### src/rtl/param_loader.sv
// Parameter loader: turns 64-bit masked commands into lo/hi writes on the profile
// generator parameter bus, with optional step pulses (PARAM_LOADER_AUTOSTEP_EN adds auto-step).
module param_loader (
    input  logic        clk,
    input  logic        rst,
    input  logic        cmd_valid,
    output logic        cmd_ready,
    input  logic [7:0]  cmd_addr,
    input  logic [63:0] cmd_data,
    input  logic [1:0]  cmd_mask,
    input  logic        cmd_step,
    input  logic [31:0] step_period,
    output logic [7:0]  param_addr,
    output logic [31:0] param_in,
    output logic        param_write_lo,
    output logic        param_write_hi,
    output logic        acc_step,
    output logic        busy,
    output logic [15:0] step_count
);

    typedef enum logic [1:0] {
        IDLE  = 2'd0,
        WR_LO = 2'd1,
        WR_HI = 2'd2,
        STEP  = 2'd3
    } state_t;

    state_t      state_q, state_d;
    logic        alive_q;
    logic [7:0]  addr_q, addr_d;
    logic [63:0] data_q, data_d;
    logic [1:0]  mask_q, mask_d;
    logic        step_q, step_d;
    logic [7:0]  param_addr_q, param_addr_d;
    logic [31:0] param_in_q, param_in_d;
    logic        wr_lo_q, wr_lo_d;
    logic        wr_hi_q, wr_hi_d;
    logic        acc_step_q, acc_step_d;
    logic [15:0] step_count_q, step_count_d;
    logic        accept;
    logic        merge_now;
    logic        merge_lat;
    logic        step_pulse;
    logic        auto_hit;

    // Bus outputs are computed for the state being entered, so they appear while in it.
    always_comb begin
        state_d      = state_q;
        addr_d       = addr_q;
        data_d       = data_q;
        mask_d       = mask_q;
        step_d       = step_q;
        param_addr_d = param_addr_q;
        param_in_d   = param_in_q;
        wr_lo_d      = 1'b0;
        wr_hi_d      = 1'b0;
        step_pulse   = 1'b0;
        accept       = cmd_valid && cmd_ready;
        merge_now    = (cmd_mask == 2'b11) && (cmd_data[63:32] == cmd_data[31:0]);
        merge_lat    = (mask_q == 2'b11) && (data_q[63:32] == data_q[31:0]);
        case (state_q)
            IDLE: begin
                if (accept) begin
                    addr_d = cmd_addr;
                    data_d = cmd_data;
                    mask_d = cmd_mask;
                    step_d = cmd_step;
                    if (cmd_mask[0]) begin
                        state_d      = WR_LO;
                        wr_lo_d      = 1'b1;
                        wr_hi_d      = merge_now;
                        param_addr_d = cmd_addr;
                        param_in_d   = cmd_data[31:0];
                    end else if (cmd_mask[1]) begin
                        state_d      = WR_HI;
                        wr_hi_d      = 1'b1;
                        param_addr_d = cmd_addr;
                        param_in_d   = cmd_data[63:32];
                    end else if (cmd_step) begin
                        state_d    = STEP;
                        step_pulse = 1'b1;
                    end
                end
            end
            WR_LO: begin
                if (mask_q[1] && !merge_lat) begin
                    state_d      = WR_HI;
                    wr_hi_d      = 1'b1;
                    param_addr_d = addr_q;
                    param_in_d   = data_q[63:32];
                end else if (step_q) begin
                    state_d    = STEP;
                    step_pulse = 1'b1;
                end else begin
                    state_d = IDLE;
                end
            end
            WR_HI: begin
                if (step_q) begin
                    state_d    = STEP;
                    step_pulse = 1'b1;
                end else begin
                    state_d = IDLE;
                end
            end
            STEP: begin
                state_d = IDLE;
            end
            default: begin
                state_d = IDLE;
            end
        endcase
        acc_step_d   = step_pulse || auto_hit;
        step_count_d = acc_step_d ? step_count_q + 16'd1 : step_count_q;
    end

`ifdef PARAM_LOADER_AUTOSTEP_EN
    logic [31:0] period_q, period_d;
    logic [31:0] auto_cnt_q, auto_cnt_d;
    logic        period_changed;

    // A hit reloads the counter, so a coinciding STEP pulse merges into one pulse.
    always_comb begin
        period_changed = (step_period != period_q);
        period_d       = step_period;
        auto_hit       = !period_changed && (step_period != 32'd0)
                         && (auto_cnt_q == step_period - 32'd1);
        auto_cnt_d     = (period_changed || auto_hit) ? 32'd0 : auto_cnt_q + 32'd1;
    end

    always_ff @(posedge clk or posedge rst) begin
        if (rst) begin
            period_q   <= 32'd0;
            auto_cnt_q <= 32'd0;
        end else begin
            period_q   <= period_d;
            auto_cnt_q <= auto_cnt_d;
        end
    end
`else
    logic unused_step_period;
    assign unused_step_period = ^step_period;
    assign auto_hit           = 1'b0;
`endif

    always_ff @(posedge clk or posedge rst) begin
        if (rst) begin
            state_q      <= IDLE;
            alive_q      <= 1'b0;
            addr_q       <= 8'd0;
            data_q       <= 64'd0;
            mask_q       <= 2'd0;
            step_q       <= 1'b0;
            param_addr_q <= 8'd0;
            param_in_q   <= 32'd0;
            wr_lo_q      <= 1'b0;
            wr_hi_q      <= 1'b0;
            acc_step_q   <= 1'b0;
            step_count_q <= 16'd0;
        end else begin
            state_q      <= state_d;
            alive_q      <= 1'b1;
            addr_q       <= addr_d;
            data_q       <= data_d;
            mask_q       <= mask_d;
            step_q       <= step_d;
            param_addr_q <= param_addr_d;
            param_in_q   <= param_in_d;
            wr_lo_q      <= wr_lo_d;
            wr_hi_q      <= wr_hi_d;
            acc_step_q   <= acc_step_d;
            step_count_q <= step_count_d;
        end
    end

    // cmd_ready stays low through reset and rises on the first clock after release.
    assign cmd_ready      = alive_q && (state_q == IDLE);
    assign busy           = (state_q != IDLE);
    assign param_addr     = param_addr_q;
    assign param_in       = param_in_q;
    assign param_write_lo = wr_lo_q;
    assign param_write_hi = wr_hi_q;
    assign acc_step       = acc_step_q;
    assign step_count     = step_count_q;

endmodule

### config.mk
export PLATFORM = sky130hd
export DESIGN_NAME = param_loader
export DESIGN_NICKNAME = d
export VERILOG_FILES = /design/src/rtl/param_loader.sv
export SDC_FILE = /design/constraint.sdc
export NUM_CORES = 1
export LEC_CHECK = 0
export BUFFER_PORTS_ARGS = -buffer_cell sky130_fd_sc_hd__buf_2
export CORE_AREA = 2 2 113 115
export DETAILED_ROUTE_END_ITERATION = 8
export DIE_AREA = 0 0 115 117
export PLACE_DENSITY = 0.79
export SLEW_MARGIN = 20
export SYNTH_ARGS = -nofsm -noshare
export SYNTH_HDL_FRONTEND = slang
export SYNTH_SLANG_ARGS = --single-unit
### constraint.sdc
create_clock -name clk -period 8.05 [get_ports clk]
set_input_delay 1.2075 -clock clk [delete_from_list [all_inputs] [get_ports clk]]
set_output_delay 1.2075 -clock clk [all_outputs]
set_load 0.03 [all_outputs]
==> flow_summary.json, run 1 <==
{
  "pre_cts_ws_ns": 4.49,
  "vias": 5330,
  "place_congestion": 0.795,
  "core_area_mm2": 0.0123,
  "fillers": 1020,
  "design.die.area_mm2": 0.0135,
  "hold_viol_final": 0,
  "final_nets": 919,
  "worstHoldStart": "step_count[15]",
  "placed_cells": 939,
  "final_core_util": 0.648,
  "final_layout_size_suffix_gt1_frac": 0.270,
  "ys.flop_type": "dfrtp_1",
  "crit_cells": 7,
  "cts_max_level": 4,
  "p_total_mw": 3.22,
  "synth_cells": 678,
  "drv_slew": 0,
  "syn_area_per_cell_um2": 9.69,
  "cts_buffers": 17,
  "setup_ws_ns": 4.94,
  "grt_max_degree": 79,
  "syn-num-nets": 789,
  "routedWlPerCell_um": 17.2,
  "areaGrowthSynthToFinish_pct": 21.5,
  "hold_buffers": 0,
  "synth_cell_types": 38,
  "clock_latency_ns": 0.43,
  "antenna_cells": 0,
  "slew_headroom": 0.353,
  "drt_iter0_drc": 307,
  "synth-seq-area-share": 0.522,
  "cp_num_buf_inv": 3,
  "die_w_um": 115,
  "numPortBuffers": 138,
  "cts.clk_slew.worst_paths_ns": 0.05,
  "setup_tns_ns": 0,
  "cts_root_buf": "clkbuf_16",
  "synth_edf_count": 0,
  "tightest_slew_ns": 0.968,
  "post-route-min-period_ns": 3.11,
  "fin_crit_sh": 0.386,
  "post_cts_buffers": 0,
  "leakagePower_nw": 3.98,
  "drc_errors": 0,
  "grt_antenna_before_repair": 0,
  "final_antenna_net_count": 0,
  "fin_area_mm2": 0.00798,
  "arrival_ns": 3.47,
  "io-pin-count": 171,
  "path_cells": "buf_2 > and3_2 > buf_4 > o21ai_1 > nand2_1 > buf_4 > o221a_2",
  "critPathMaxFanout": 78,
  "ys_ff_latch": 137,
  "stdcell_count": 971,
  "hold_end": "step_count[15]",
  "endpoint_kind": "flop",
  "hpwl_um": 11100,
  "initial_utilization": 0.534,
  "placed_cell_area_mm2": 0.00737,
  "path_class": "input pin to flop",
  "syn_area_mm2": 0.00657,
  "p_per_area_mw_per_mm2": 404,
  "finClkSkew_ns": 0.00616,
  "grt_pass1_wl_um": 26400,
  "r2r_start": "state_q[1]",
  "ir_drop_uv": 202,
  "r2r_slack_ns": 5.01,
  "max_cap_viol_count": 0,
  "drt-vias-per-instance": 5.49,
  "hold_depth": 1,
  "slowest_delay_ns": 0.62,
  "max_freq_mhz": 322,
  "post_cts_resized": 0,
  "grt_setup_unrepaired": "false",
  "status": "completed",
  "rows": 41,
  "cpMostUsedCell": "buf_4",
  "crit_required_ns": 8.41,
  "die_h_um": 117,
  "routed_wl_um": 16700,
  "rr_endpoint": "param_in[17]",
  "startpoint_type": "input pin",
  "synthArstFlopShare": 1.00,
  "crit_family": "buffers and inverters",
  "first_pass_iters": 5,
  "grt_pass1_vias": 5257,
  "hold_slack_ns": 0.472,
  "ys.warnings.count": 0,
  "cts_tree": "built",
  "hold_path_class": "flop to flop",
  "grtUsageTotal": 0.260,
  "r2r_cells": 7,
  "cpMaxStageDelayCell": "buf_4",
  "cts_sinks": 137,
  "cts_max_path_buffers": 2,
  "grt-ovfl-total": 0,
  "setup_viol": 0
}
==> cell families (layout without fill, tap and decap cells) <==
group	after synthesis	after routing	synth area share
and+or+nand+nor	322	322	0.211
DFF	137	137	0.522
xor gates and xnor gates	79	79	0.105
AOI/OAI and AO/OA	59	59	0.0787
buffers and inverters	45	188	0.0284
muxes	34	34	0.0522
adders and majority gates	1	1	0.00190
other	1	1	0.000571
==> where the power goes <==
part	leakage, nW	internal [mW]	total, mW	switching, mW
registers	1.64	0.995	1.23	0.232
logic	2.03	0.446	1.19	0.744
clock network	0.310	0.525	0.805	0.280
total	3.98	1.97	3.22	1.26
==> cell type report <==
cell class | count | area (um^2) | share of cell area
clock buffers | 24 | 502 | 0.0628
clock inverters | 8 | 115 | 0.0144
inverters | 12 | 47.5 | 0.00596
multi-input cells | 496 | 2970 | 0.372
flip-flops and latches | 137 | 3430 | 0.429
well taps | 150 | 188 | 0.0235
repair buffers | 144 | 736 | 0.0921
==> metal layers <==
metal / share of wire / track usage / vias up
met3: 0.074 / 0.0654 / 27
met2: 0.48 / 0.426 / 196
li1: - / - / 2516
met5: 0 / 0 / -
met1: 0.42 / 0.334 / 2591
met4: 0.022 / 0.106 / 0
==> synth_stat cells, types with 3 or more instances <==
cell / number / share of area
a21oi_1: 10 / 0.0076
nand2_1: 265 / 0.15
o22ai_1: 8 / 0.0076
nor2_1: 7 / 0.0040
buf_1: 5 / 0.0029
o21ai_0: 3 / 0.0023
clkbuf_1: 24 / 0.014
mux2i_1: 32 / 0.049
and3_1: 3 / 0.0029
nor4_1: 11 / 0.010
o221a_2: 32 / 0.055
nand3_1: 5 / 0.0038
nor4b_2: 3 / 0.0069
nor3_2: 4 / 0.0061
dfrtp_1: 137 / 0.52
nor3_1: 4 / 0.0030
inv_1: 12 / 0.0069
xnor2_1: 26 / 0.035
xor2_1: 53 / 0.071
nand2b_1: 3 / 0.0029
nand4_1: 9 / 0.0086
==> state kept, by name, summed over array words and instances (netlist names) <==
| register | count |
|---|---|
| step_count | 16 |
| mask_q | 2 |
| param_write_hi | 1 |
| acc_step | 1 |
| step_q | 1 |
| addr_q | 8 |
| param_in | 32 |
| state_q | 2 |
| param_addr | 8 |
| data_q | 64 |
| param_write_lo | 1 |
| alive_q | 1 |
==> cell usage in the layout, fill, tap and decap left out, types with 6 or more instances in the layout <==
cell type,instances
clkbuf_16,17
nand2_1,265
buf_4,6
dfrtp_1,137
o22ai_1,8
nand4_1,9
inv_1,11
mux2i_1,32
o221a_2,32
nor2_1,6
a21oi_1,10
xnor2_1,26
nor4_1,11
buf_2,138
xor2_1,53
==> how the worst max path moves through the flow <==
stage | startpoint | endpoint | slack [ns]
floorplan | rst | acc_step | 3.17
global placement | cmd_valid | param_in[19] | 4.54
detailed placement | cmd_valid | param_in[13] | 4.49
CTS | cmd_valid | param_in[17] | 4.92
finish | cmd_valid | param_in[17] | 4.94
global route | cmd_valid | step_count[1] | 4.77
No activity file was read; power rests on OpenSTA's default activity.
==> inputs of run 2 (changes only) <==
--- a/config.mk
+++ b/config.mk
@@ -6,10 +6,10 @@
 export NUM_CORES = 1
 export LEC_CHECK = 0
 export BUFFER_PORTS_ARGS = -buffer_cell sky130_fd_sc_hd__buf_2
-export CORE_AREA = 2 2 113 115
+export CORE_AREA = 2 2 115 117
 export DETAILED_ROUTE_END_ITERATION = 8
-export DIE_AREA = 0 0 115 117
-export PLACE_DENSITY = 0.79
+export DIE_AREA = 0 0 117 119
+export PLACE_DENSITY = 0.77
 export SLEW_MARGIN = 20
 export SYNTH_ARGS = -nofsm -noshare
 export SYNTH_HDL_FRONTEND = slang
==> constraint.sdc (replaced) <==
create_clock -name clk -period 3.22 [get_ports clk]
set_input_delay 0.483 -clock clk [delete_from_list [all_inputs] [get_ports clk]]
set_output_delay 0.483 -clock clk [all_outputs]
set_load 0.03 [all_outputs]
==> flow_summary.json, run 2 (synthesis gave the netlist of run 1 again) <==
{
  "rows": 42,
  "placed_cell_area_mm2": 0.00746,
  "final_nets": 925,
  "p_sw_mw": 3.14,
  "crit_cells": 7,
  "crit_end": "step_count[15]",
  "critical_path.startpoint": "data_q[55]",
  "p_int_mw": 4.95,
  "grt_max_degree": 78,
  "tightest_slew_ns": 0.825,
  "first_pass_iters": 5,
  "slowest_delay_ns": 0.51,
  "numPortBuffers": 138,
  "r2r_start": "data_q[55]",
  "routedWlPerCell_um": 16.4,
  "cp_num_buf_inv": 0,
  "final_antenna_net_count": 0,
  "die_w_um": 117,
  "max_cap_viol_count": 0,
  "final_cell_mix": "nand2_1 (265), buf_2 (138), dfrtp_1 (137)",
  "initial_utilization": 0.510,
  "rr_endpoint": "step_count[15]",
  "design.die.area_mm2": 0.0139,
  "stdcell_count": 1003,
  "power_frac_clock": 0.256,
  "areaGrowthSynthToFinish_pct": 23.2,
  "crit_required_ns": 3.56,
  "antenna_cells": 0,
  "cts_buffers": 17,
  "drv_slew": 0,
  "path_class": "flop to flop",
  "setup_viol": 0,
  "die_h_um": 119,
  "cts_root_buf": "clkbuf_16",
  "clock_latency_ns": 0.42,
  "cpMostUsedCell": "nand4_1",
  "critPathMaxFanout": 17,
  "endpoint_kind": "flop",
  "post_cts_resized": 0,
  "grt_setup_unrepaired": "false",
  "grt_antenna_before_repair": 1,
  "grt_pass1_vias": 5145,
  "routed_wl_um": 16400,
  "grt_pass1_wl_um": 26500,
  "fin_area_mm2": 0.00809,
  "final_core_util": 0.628,
  "final_common_cell": "nand2_1",
  "final_layout_size_suffix_gt1_frac": 0.276,
  "setup_tns_ns": 0,
  "drc_errors": 0,
  "cts.clk_slew.worst_paths_ns": 0.06,
  "largest_reg_flops": 64,
  "hold_viol_final": 0,
  "combPwrFrac": 0.366,
  "hpwl_um": 11000,
  "path_cells": "xnor2_1 > nand4_1 > nor4_1 > nand4_1 > o21a_1 > nor4b_2 > xor2_1",
  "top_register": "data_q",
  "startpoint_type": "flop",
  "status": "completed",
  "max_freq_mhz": 379,
  "drt_iter0_drc": 400,
  "cpMaxStageDelayCell": "o21a_1",
  "leakagePower_nw": 4.00,
  "hold_buffers": 0,
  "r2r_cells": 7,
  "p_per_area_mw_per_mm2": 1000,
  "cts_max_path_buffers": 2,
  "fin_crit_sh": 0.818,
  "crit_family": "simple AND/OR/NAND/NOR gates",
  "power_switching_share": 0.388,
  "grt-ovfl-total": 0,
  "core_area_mm2": 0.0129,
  "io-pin-count": 171,
  "slew_headroom": 0.450,
  "drt-vias-per-instance": 5.23,
  "cts_sinks": 137,
  "hold_path_class": "input pin to asynchronous set/reset pin",
  "vias": 5244,
  "cts_tree": "built",
  "grtUsageTotal": 0.248,
  "power_frac_seq": 0.379,
  "placed_cells": 971,
  "place_congestion": 0.838,
  "cts_max_level": 4,
  "ir_drop_uv": 461,
  "post_cts_buffers": 0,
  "finClkSkew_ns": 0.0104,
  "arrival_ns": 2.97,
  "r2r_slack_ns": 0.58,
  "post-route-min-period_ns": 2.64
}
run 2: cell count changes in the layout (fill, tap and decap cells not counted), moves of 2 or more:
cell,delta
buf_4,+5
clkinv_2,-4
clkinv_4,+4
clkbuf_8,-3
clkinvlp_4,+2
run 2: how the worst min path moves through the flow:
stage | from | to | slack, ns
floorplan | addr_q[0] | addr_q[0] | 0.45
global placement | step_count[15] | step_count[15] | 0.45
detailed placement | addr_q[0] | addr_q[0] | 0.47
CTS | rst | param_in[2] | 0.19
global route | rst | param_in[2] | 0.23
finish | rst | param_in[6] | 0.17
run 2: final cells by class:
cell class	count	area, um^2
Inverter	12	48.8
Clock buffer	22	464
Sequential cell	137	3430
Clock inverter	10	168
Multi-Input combinational cell	496	2970
Fill cell	1074	4780
Timing Repair Buffer	150	793
Tap cell	176	220
run 2: through the flow:
step	hold WS, ns	total power, mW	setup slack, ns
floorplan	0.446	5.14	1.03
global placement	0.454	5.97	0.658
detailed placement	0.467	6.05	0.586
CTS	0.194	8.15	0.566
global route	0.234	8.57	0.392
finish	0.175	8.10	0.585
run 2: per-layer routing:
metal	share of wire	wire length (um)	global-route usage	vias to the layer above
met5	0.00079	13	0	-
met4	0.016	270	0.0824	2
met3	0.055	905	0.0473	18
met1	0.44	7240	0.338	2526
met2	0.49	8000	0.398	157
li1	-	-	-	2541
run 2: power groups by stage:
stage	combinational [mW]	sequential, mW	clock (mW)
after floorplan	1.57	3.57	0
after global placement	2.90	3.06	0
after detailed placement	2.97	3.08	0
after CTS	2.98	3.06	2.10
after global routing	3.23	3.17	2.17
final	2.96	3.07	2.07
==> inputs of run 3 (changes only) <==
==> constraint.sdc (replaced) <==
create_clock -name clk -period 2.61 [get_ports clk]
set_input_delay 0.3915 -clock clk [delete_from_list [all_inputs] [get_ports clk]]
set_output_delay 0.3915 -clock clk [all_outputs]
set_load 0.03 [all_outputs]
==> flow_summary.json, run 3 (synthesis gave the netlist of run 1 again) <==
{
  "grt-ovfl-total": 0,
  "hold_path_class": "input pin to flop",
  "r2r_cells": 9,
  "worstHoldStart": "cmd_addr[1]",
  "post_cts_resized": 0,
  "setup_viol": 0,
  "final_antenna_net_count": 0,
  "path_class": "flop to flop",
  "cts_buffers": 17,
  "grt_max_degree": 77,
  "cts_max_path_buffers": 2,
  "path_cells": "xnor2_1 > nand4_1 > nor4_1 > nand4_1 > buf_4 > nand3_2 > nand2_1 > buf_12 > o221a_2",
  "max_freq_mhz": 418,
  "die_w_um": 117,
  "status": "completed",
  "ir_drop_uv": 687,
  "cts_root_buf": "clkbuf_16",
  "slew_headroom": 0.455,
  "cpMaxStageDelayCell": "dfrtp_1",
  "grt_pass1_wl_um": 26600,
  "io-pin-count": 171,
  "rows": 42,
  "post-route-min-period_ns": 2.39,
  "drt_iter0_drc": 304,
  "first_pass_iters": 5,
  "routed_wl_um": 16400,
  "endpoint_kind": "flop",
  "numPortBuffers": 138,
  "grtUsageTotal": 0.251,
  "grt_antenna_before_repair": 2,
  "cts_tree": "built",
  "final_cell_mix": "nand2_1 (265), buf_2 (138), dfrtp_1 (137)",
  "r2r_start": "data_q[55]",
  "arrival_ns": 2.70,
  "cts_max_level": 4,
  "drv_slew": 0,
  "setup_tns_ns": 0,
  "slowest_delay_ns": 0.40,
  "cpMostUsedCell": "nand4_1",
  "critPathMaxFanout": 32,
  "hold_depth": 3,
  "grt_setup_unrepaired": "false",
  "hold_viol_final": 0,
  "vias": 5366,
  "core_area_mm2": 0.0129,
  "die_h_um": 119,
  "grt_pass1_vias": 5205,
  "final_nets": 931,
  "clock_latency_ns": 0.42,
  "critical_path.startpoint": "data_q[55]",
  "design.die.area_mm2": 0.0139,
  "startpoint_type": "flop",
  "max_cap_viol_count": 0,
  "final_layout_size_suffix_gt1_frac": 0.280,
  "tightest_slew_ns": 0.817,
  "drt-vias-per-instance": 5.31,
  "crit_required_ns": 2.91,
  "cts.clk_slew.worst_paths_ns": 0.06,
  "initial_utilization": 0.510,
  "place_congestion": 0.835,
  "final_common_cell": "nand2_1",
  "hpwl_um": 11300,
  "largest_reg_flops": 64,
  "final_core_util": 0.629,
  "finClkSkew_ns": 0.0115,
  "drc_errors": 0,
  "cts_sinks": 137,
  "routedWlPerCell_um": 16.2,
  "p_per_area_mw_per_mm2": 1200,
  "fin_crit_sh": 0.918,
  "hold_slack_ns": 0.185,
  "leakagePower_nw": 4.01,
  "top_register": "data_q",
  "areaGrowthSynthToFinish_pct": 23.3
}
## run 3: cell count changes in the layout (fill, tap and decap cells not counted)
cell / previous run / this run
buf_12: 1 / 4
clkinv_2: 1 / 7
dlygate4sd3_1: 0 / 1
clkinv_4: 4 / 0
diode_2: 0 / 1
buf_4: 11 / 13
bufinv_16: 4 / 1
clkbuf_8: 2 / 3
## run 3: critical path, delay by kind of cell, from the launching register on
| family | cells | cell delay [ns] |
|---|---|---|
| and+or+nand+nor | 5 | 0.96 |
| DFF | 1 | 0.40 |
| buffers and inverters | 2 | 0.39 |
| AOI/OAI and AO/OA | 1 | 0.27 |
| xor gates and xnor gates | 1 | 0.24 |
## run 3: worst paths after layout
check                                       to  slack (ns)
worst max-delay path               param_in[0]        0.22
worst min-delay path                 addr_q[1]        0.19
worst max register to register     param_in[0]        0.22
worst min register to register  step_count[15]        0.47
max in group asynchronous           data_q[59]        1.36
min in group asynchronous          param_in[7]        0.49
## run 3: routing by layer
metal	part of all wire	GRT usage	vias to the layer above	routed length [um]
met5	0.00079	0	-	13
met4	0.031	0.114	2	513
met3	0.063	0.0616	39	1040
met2	0.48	0.384	187	7790
met1	0.43	0.338	2592	7040
li1	-	-	2546	-
## run 3: metrics by stage
| step | area, um^2 | cells | setup slack, ns | power [mW] |
|---|---|---|---|---|
| after floorplan | 6570 | 678 | 0.511 | 6.34 |
| after global placement | 7520 | 974 | 0.168 | 7.43 |
| after detailed placement | 7520 | 974 | 0.0716 | 7.53 |
| after CTS | 8080 | 1007 | 0.0632 | 9.81 |
| after global routing | 8100 | 1010 | 0.0617 | 10.4 |
| final | 8100 | 1010 | 0.215 | 9.73 |
## run 3: final cells by class
class                      count  area [um^2]
fill                        1093         4780
sequential                   137         3430
multi-input combinational    496         2970
timing repair buffer         156          878
clock buffer                  23          478
tap                          176          220
clock inverter                 9         72.6
inverter                      12         48.8
antenna                        1         2.50
## run 3: report_power, final
group	switching, mW	leakage (nW)	internal, mW
registers	0.719	1.64	3.07
logic	2.26	2.10	1.45
clock network	0.871	0.276	1.37
## run 3: repair_timing
action                                  in CTS  in global routing
hold buffers                                 1                  0
endpoints found under the hold margin       10                  0
buffers inserted                             0                  2
endpoints found under the setup margin       0                 14
